$ cat src/rtl/wb_pipe_stage.sv
// Write-back stage: registers one MEM result, extends load data and drives the register-file write
// and forwarding ports. Defining WB_RETIRE_CNT_EN adds the retire_cnt output and its counter.
module wb_pipe_stage #(
    parameter int DATA_W = 32,
    parameter int AW     = 5,
    parameter int CNT_W  = 32
) (
    input  logic              clk,
    input  logic              rst,
    input  logic              in_valid,
    output logic              in_ready,
    input  logic [31:0]       ir_in,
    input  logic [DATA_W-1:0] alu_in,
    input  logic [DATA_W-1:0] lmd_in,
    input  logic              stall,
    input  logic              flush,
    output logic              wb_en,
    output logic [AW-1:0]     wb_addr,
    output logic [DATA_W-1:0] wb_data,
    output logic              fwd_valid,
    output logic [AW-1:0]     fwd_addr,
    output logic [DATA_W-1:0] fwd_data
`ifdef WB_RETIRE_CNT_EN
    ,
    output logic [CNT_W-1:0]  retire_cnt
`endif
);

    localparam logic [2:0] CLS_ALU  = 3'b000;
    localparam logic [2:0] CLS_LOAD = 3'b001;

    function automatic logic [DATA_W-1:0] load_ext(input logic [1:0] sz, input logic [DATA_W-1:0] raw);
        logic signed [15:0] half_s;
        logic signed [7:0]  byte_s;
        half_s = raw[15:0];
        byte_s = raw[7:0];
        case (sz)
            2'b00:   load_ext = raw;
            2'b01:   load_ext = DATA_W'(half_s);
            2'b10:   load_ext = DATA_W'(byte_s);
            default: load_ext = DATA_W'(raw[7:0]);
        endcase
    endfunction

    logic [2:0]        cls;
    logic [AW-1:0]     addr_d, addr_q;
    logic [DATA_W-1:0] data_d, data_q;
    logic              wr_d, wr_q;
    logic              valid_d, valid_q;
    logic              done_d, done_q;
    logic              xfer;
    logic              retire;

    always_comb begin
        cls    = ir_in[31:29];
        addr_d = (cls == CLS_LOAD) ? AW'(ir_in[20:16]) : AW'(ir_in[15:11]);
        wr_d   = ((cls == CLS_ALU) || (cls == CLS_LOAD)) && (addr_d != '0);
        data_d = (cls == CLS_LOAD) ? load_ext(ir_in[28:27], lmd_in) : alu_in;
    end

    assign in_ready = !stall;
    assign xfer     = in_valid && !stall && !flush;
    // An entry retires on its first presented non-stall, non-flush cycle, and only once.
    assign retire   = valid_q && !done_q && !stall && !flush;

    always_comb begin
        valid_d = valid_q;
        done_d  = done_q | retire;
        if (flush) begin
            valid_d = 1'b0;
            done_d  = 1'b0;
        end else if (!stall) begin
            valid_d = in_valid;
            done_d  = 1'b0;
        end
    end

    always_ff @(posedge clk) begin
        if (rst) begin
            valid_q <= 1'b0;
            done_q  <= 1'b0;
        end else begin
            valid_q <= valid_d;
            done_q  <= done_d;
        end
    end

    // Payload is qualified by valid_q, so it is captured without reset.
    always_ff @(posedge clk) begin
        if (xfer) begin
            wr_q   <= wr_d;
            addr_q <= addr_d;
            data_q <= data_d;
        end
    end

    assign wb_en     = retire && wr_q;
    assign wb_addr   = wb_en ? addr_q : '0;
    assign wb_data   = wb_en ? data_q : '0;
    assign fwd_valid = valid_q && wr_q;
    assign fwd_addr  = fwd_valid ? addr_q : '0;
    assign fwd_data  = fwd_valid ? data_q : '0;

`ifdef WB_RETIRE_CNT_EN
    logic [CNT_W-1:0] cnt_q;

    always_ff @(posedge clk) begin
        if (rst) begin
            cnt_q <= '0;
        end else if (retire) begin
            cnt_q <= cnt_q + CNT_W'(1);
        end
    end

    assign retire_cnt = cnt_q;
`endif

endmodule

$ cat config.mk
export PLATFORM = sky130hd
export DESIGN_NAME = wb_pipe_stage
export DESIGN_NICKNAME = d
export VERILOG_FILES = /design/src/rtl/wb_pipe_stage.sv
export SDC_FILE = /design/constraint.sdc
export NUM_CORES = 1
export LEC_CHECK = 0
export CORE_ASPECT_RATIO = 1.2
export CORE_MARGIN = 2
export CORE_UTILIZATION = 32
export DETAILED_ROUTE_END_ITERATION = 16
export HOLD_SLACK_MARGIN = 0.15
export PLACE_DENSITY = 0.76
export SLEW_MARGIN = 0
export SYNTH_ARGS = -nofsm -noshare
export SYNTH_HDL_FRONTEND = slang
export SYNTH_SLANG_ARGS = --single-unit
$ cat constraint.sdc
create_clock -name clk -period 3.75 [get_ports clk]
set_input_delay 0.75 -clock clk [delete_from_list [all_inputs] [get_ports clk]]
set_output_delay 0.75 -clock clk [all_outputs]
set_load 0.01 [all_outputs]
After elaboration in Yosys (flattened, before gate mapping)
Cells that the tools add are included.

Register bits after elaboration: 40. Input bits: 101. Word-level logic and storage cells: 34.

Equal/unequal tests: 3. Multiplexer cells: 7. Bitwise logic cells: 2. Reduce and logical (&&, ||, !) cells: 17.

Operators with widths (number): $mux W32 (3); $pmux W32 S3 (1); $mux W5 (3); $logic_and A1 B1 Y1 (8); $reduce_bool A5 Y1 (1); $eq A3 B1 Y1 const B (1); $logic_not A1 Y1 (3); $logic_not A3 Y1 (1); $reduce_or A3 Y1 (1); $eq A2 B1 Y1 const B (1); $eq A2 B2 Y1 const B (1); $logic_not A2 Y1 (1); $reduce_or A2 Y1 (1); $logic_or A1 B1 Y1 (1); $not A1 Y1 (1); $or A1 B1 Y1 (1).

Longest topological paths before layout
Depth after elaboration: 6. Depth in mapped cells: 7. Gate-level depth less buffers: 3.

Least setup slack after synthesis
No wires, ideal clock.

Path kind: input to register. Start point: in stall. End point: reg addr_q[0] (enable). Library setup time: 0.489 ns. Data arrival time: 3.584 ns. Data required time: 3.261 ns. Path slack: -0.323 ns. Stages: 1. Path buffers: 0. Cells stage by stage: nor3b_1.

Word-level cells in the longest chain between the ends: 3.

Ends and longest elaborated chain: start: declaration (line 15) `input logic stall,`; $logic_not A1 Y1; $logic_and A1 B1 Y1 (2 in a row) (line 62) `assign xfer = in_valid && !stall && !flush;`; end signal: assignment (line 92) `addr_q <= addr_d;`; end: declaration (line 46) `logic [AW-1:0] addr_d, addr_q;`.

No other way between the ends. A chain may end at the register's enable or synchronous reset.

Final worst setup path
Start point: in stall. End point: out wb_data[11].

Word-level cells in the longest chain between the ends: 5.

Ends and longest elaborated chain: $logic_not A1 Y1; $logic_and A1 B1 Y1 (2 in a row) (line 64) `assign retire = valid_q && !done_q && !stall && !flush;`; $logic_and A1 B1 Y1 (line 97) `assign wb_en = retire && wr_q;`; $mux W32 (line 99) `assign wb_data = wb_en ? data_q : '0;`; end: declaration (line 19) `output logic [DATA_W-1:0] wb_data,`.

No other way between the ends.

==> flow_metrics.py <==
metrics = {
    "status": {
        "status": "complete, no violations",
    },
    "floorplanning": {
        "design.core.area_sq_um": 7580,
        "start_util_pct": 32.6,
        "fp.dieH_microns": 100,
        "fp.dieW_microns": 84.2,
        "rows": 35,
        "die_area_sq_um": 8440,
        "io_pins": 178,
    },
    "detailed_routing": {
        "avgRoutedWirePerCell_microns": 15.9,
        "vias_per_cell": 5.01,
        "drtAntennaViolNets": 0,
        "drc": 0,
        "wl_mm": 7.64,
        "drtPass1Iterations": 4,
        "num_vias": 2416,
        "drt-initial-drc-count": 79,
    },
    "synth": {
        "synth_ff_type": "edfxtp_1",
        "synth_top_area_share_pct": 46.2,
        "synth_cell_type_count": 24,
        "syn_nets": 342,
        "ys_top_cells_by_count": "38 x and2_1, 38 x edfxtp_1, 37 x and3_1",
        "async_flop_share_pct": 0,
        "synthTopCellsByArea": "edfxtp_1 46%, and2_1 9.6%, and3_1 9.4%",
        "syn_area_per_cell_sq_um": 10.3,
        "synthesis.instances": 241,
        "syn_area_sq_um": 2470,
        "ys_seq_area_share_pct": 47.8,
        "synth_edf_count": 38,
        "ys_ff_latch": 40,
        "yosysTopAreaCell": "edfxtp_1",
        "synth_warnings": 0,
    },
    "worst_setup_path": {
        "critical_path.most_common_cell": "clkdlybuf4s50_1",
        "max_stage_delay_ns": 0.56,
        "crit_required_ns": 3.00,
        "r2r_cells": 3,
        "slowest_stage": "clkdlybuf4s50_1",
        "critPathKind": "input pin to primary output",
        "path_cells": "clkdlybuf4s50_1 -> nor4b_4 -> buf_4 -> and2_1 -> clkdlybuf4s50_1",
        "cp-start-kind": "input pin",
        "crit_arrival_ns": 2.71,
        "end_kind": "primary output",
        "cp_max_fo": 27,
    },
    "timing": {
        "period_share_pct": 92.2,
        "max_slew.worst_pin.slew_ns": 0.646,
        "period_minus_slack_ns": 3.46,
        "maxSlewViolCount": 0,
        "setup_violations": 0,
        "final.setup.tns_ns": 0,
        "hold_viol": 0,
        "finClkSkew_ns": 0,
        "rsz0062_at_grt": "false",
        "slew_headroom_pct": 56.8,
        "whs_ns": 0.491,
        "max_freq_mhz": 289,
    },
    "power_and_ir_drop": {
        "vdd_ir_drop_max_uv": 144,
        "cellPowerDensity_nw_per_um2": 236,
        "power.leakage_uw": 0.00160,
    },
    "clock_tree": {
        "cts_sinks": 40,
        "clk_pin_slew_ns": 0.07,
        "cts_max_level": 2,
        "insertion_delay_ns": 0.28,
        "cts_tree": "done",
        "cts_made_buffers": 5,
        "cts.path.max_buffers": 2,
        "cts_setup_buffers": 0,
        "cts_hold_buf": 0,
        "clockRootBuffer": "clkbuf_8",
        "ctsResizeCount": 0,
    },
    "cells_and_area": {
        "fillers": 699,
        "layout-drive-gt1-share_pct": 3.85,
        "multiInputGateArea_sq_um": 1180,
        "area_growth_pct": 70.4,
        "finalInstanceArea_sq_um": 4210,
        "num-nets-final": 491,
        "final_cells": 482,
        "post-route-util_pct": 55.6,
        "final-seq-area_sq_um": 1180,
        "antennaDiodeCount": 0,
    },
    "hold_path": {
        "whs_path_depth": 2,
        "hold_path.class": "register to register",
    },
    "placement": {
        "place_congestion": 0.813,
        "place_area_sq_um": 4140,
        "dpl.hpwl_mm": 5.66,
        "port_buffers": 160,
        "dp.cells": 475,
    },
    "grt": {
        "antenna_found_initial": 0,
        "grt_pass1_wl_mm": 11.9,
        "grt_use_total_pct": 17.7,
        "grt_max_degree": 47,
        "overflow": 0,
        "grt_pass1_vias": 2425,
    },
    "flow_run": {
        "drv_cap": 0,
    },
}
==> cells in the final DEF, fill, tap and decap left out, types with 6 or more instances in the layout <==
cell	count
nand2b_1	16
and3_1	37
a21oi_1	32
clkdlybuf4s50_1	160
edfxtp_1	38
nor2_1	8
and2_1	38
o22a_1	16
buf_4	6
mux2_1	13
==> worst max-delay path: cells and delay by family <==
family	cells	cell delay (ns)
buf+inv	3	1.41
simple gates	2	0.53
==> routing by layer <==
layer / part of all wire [%] / routed length, microns / vias to the layer above / global-route usage, %
li1: - / - / 1168 / -
met1: 36 / 2740 / 1134 / 18.2
met2: 56 / 4300 / 100 / 34.7
met3: 5.2 / 397 / 14 / 3.13
met4: 2.6 / 199 / 0 / 7.44
met5: 0 / 0 / - / 0
==> worst paths after layout <==
check	start	endpoint	slack, ns
max reg2reg	valid_q	valid_q	2.79
min reg2reg	done_q	done_q	0.49
min	done_q	done_q	0.49
max	stall	wb_data[11]	0.29
==> flip-flops by register name, indices dropped and copies added, names as in the netlist <==
signal / count
data_q: 32
wr_q: 1
valid_q: 1
done_q: 1
addr_q: 5
==> layout make-up <==
cell class              count  share of cell area, %
clock buffers               5                   1.63
clock inverters             2                  0.178
inverters                   2                  0.178
multi-input cells         175                   28.1
flip-flops and latches     40                   28.0
well taps                  92                   2.73
repair buffers            166                   39.1
==> where the power goes <==
group | total [uW] | internal (uW) | switching [uW] | leakage [uW]
Clock | 262 | 123 | 139 | 0.0000391
Sequential | 524 | 516 | 8.32 | 0.000366
Combinational | 207 | 130 | 77.8 | 0.00119
==> cells by family after synthesis <==
logic type / Yosys count / synth area share (%)
DFF: 40 / 47.8
and+or+nand+nor: 113 / 28.5
AOI/OAI and AO/OA: 48 / 12.2
muxes: 14 / 6.33
buffers and inverters: 26 / 5.27
==> per-stage QoR <==
step	total power [uW]	setup slack, ns
2_1_floorplan	614	1.04
3_3_place_gp	737	0.298
3_5_place_dp	742	0.287
4_1_cts	1000	0.282
5_1_grt	1040	0.197
6_report	994	0.292
No activity file was read; power rests on OpenSTA's default activity.
==> edit: new RTL, same settings <==
Add a define of `WB_RETIRE_CNT_EN`.
--- a/src/rtl/wb_pipe_stage.sv
+++ b/src/rtl/wb_pipe_stage.sv
@@ -1,4 +1,6 @@
 // Write-back stage: registers one MEM result, extends load data and drives the register-file write
 // and forwarding ports. Defining WB_RETIRE_CNT_EN adds the retire_cnt output and its counter.
+`define WB_RETIRE_CNT_EN
+
 module wb_pipe_stage #(
     parameter int DATA_W = 32,
Formal check against the unedited RTL (old outputs only; new: retire_cnt): equivalent (equiv_simple and equiv_induct, registers matched by name and starting in step).
==> edit against the original RTL <==
Routed wire length up 63%. Power up 88%. Maximum frequency up 0.60%. Cell area up 52%. Synthesized area up 63%. Sequential cell count up 32. Sequential power up 66%. Hold slack worse by 0.0076 ns. Worst setup slack better by 0.021 ns. Highest routed layer unchanged.
==> edit: results (changes against the original RTL) <==
- Multiplexer share of the synthesized area: 0.05250 (-0.01079)
- GPL Wtd Cong: 0.8454 (+4.0%)
- H-tree lvl count: 3 (+1)
- Commonest cells in the netlist: and3_1, a21oi_1, nor2_1
- CP max FO: 23 (-15%)
- Status: finished, final reports clean
- Largest net degree at the start of global routing: 73 (+55%)
- Avg WL per Cell: 15.52 um (-2.1%)
- Fraction of the mapped netlist area in compound gates: 0.1131 (-0.008440)
- Routed Wire Length: 12450 um (+63%)
- Initial DRT Pass Iterations: 5 (+1)
- Share of post-route cells with drive strength above 1: 0.07176 (+0.03330)
- Hold Slack: 0.4836 ns (-0.007638 ns)
- Seq pwr share: 0.464 (-0.064)
- Sw frac: 0.2226 (-0.003957)
- Largest cells by area after synthesis: edfxtp_1, dfxtp_1, and3_1, a21oi_1, nor2_1
- Hold path endpoint: retire_cnt[31]
- Clk root buf: clkbuf_16
- Clk_skew: 0.002764 ns (+0.002764 ns)
- CP arrival: 2.69 ns (-0.02 ns)
- Internal reg-to-reg setup slack: 1.26 ns (-1.53 ns)
- Sequential share of the synthesized area: 0.4523 (-0.02566)
- Yosys cell types: 31 (+29%)
- HPWL after DPL: 9251 um (+63%)
- Hold Crit Start: retire_cnt[31]
- GRT Util Overall: 0.1822 (+0.005270)
edit: cell type report:
cell class	instances	area (um2)
Multi-Input combinational cell	345	2073
Fill cell	1107	5783
Tap cell	161	201.4
Sequential cell	72	1822
Timing Repair Buffer	202	1997
Inverter	6	22.52
Clock inverter	4	21.27
Clock buffer	12	246.5
edit: per-layer routing:
metal | wire length (um) | track usage | up-vias
li1 | - | - | 2032
met1 | 4898 | 0.2206 | 1967
met2 | 6272 | 0.3130 | 194
met3 | 921 | 0.03597 | 30
met4 | 357 | 0.08021 | 0
met5 | 0 | 0 | -
edit: how the worst max path moves through the flow:
stage,startpoint,endpoint,slack (ns),cells after the start
final,flush,wb_addr[4],0.31,5
after CTS,flush,wb_data[24],0.30,5
after floorplan,stall,addr_q[0],1.04,1
after detailed placement,flush,wb_data[24],0.31,5
after global routing,flush,wb_data[12],0.21,5
after global placement,flush,wb_data[20],0.34,5
edit: worst min-delay path, stage by stage (launching register included):
cell     delay [ns]
dfxtp_1        0.32
o31ai_1        0.06
a21oi_1        0.05
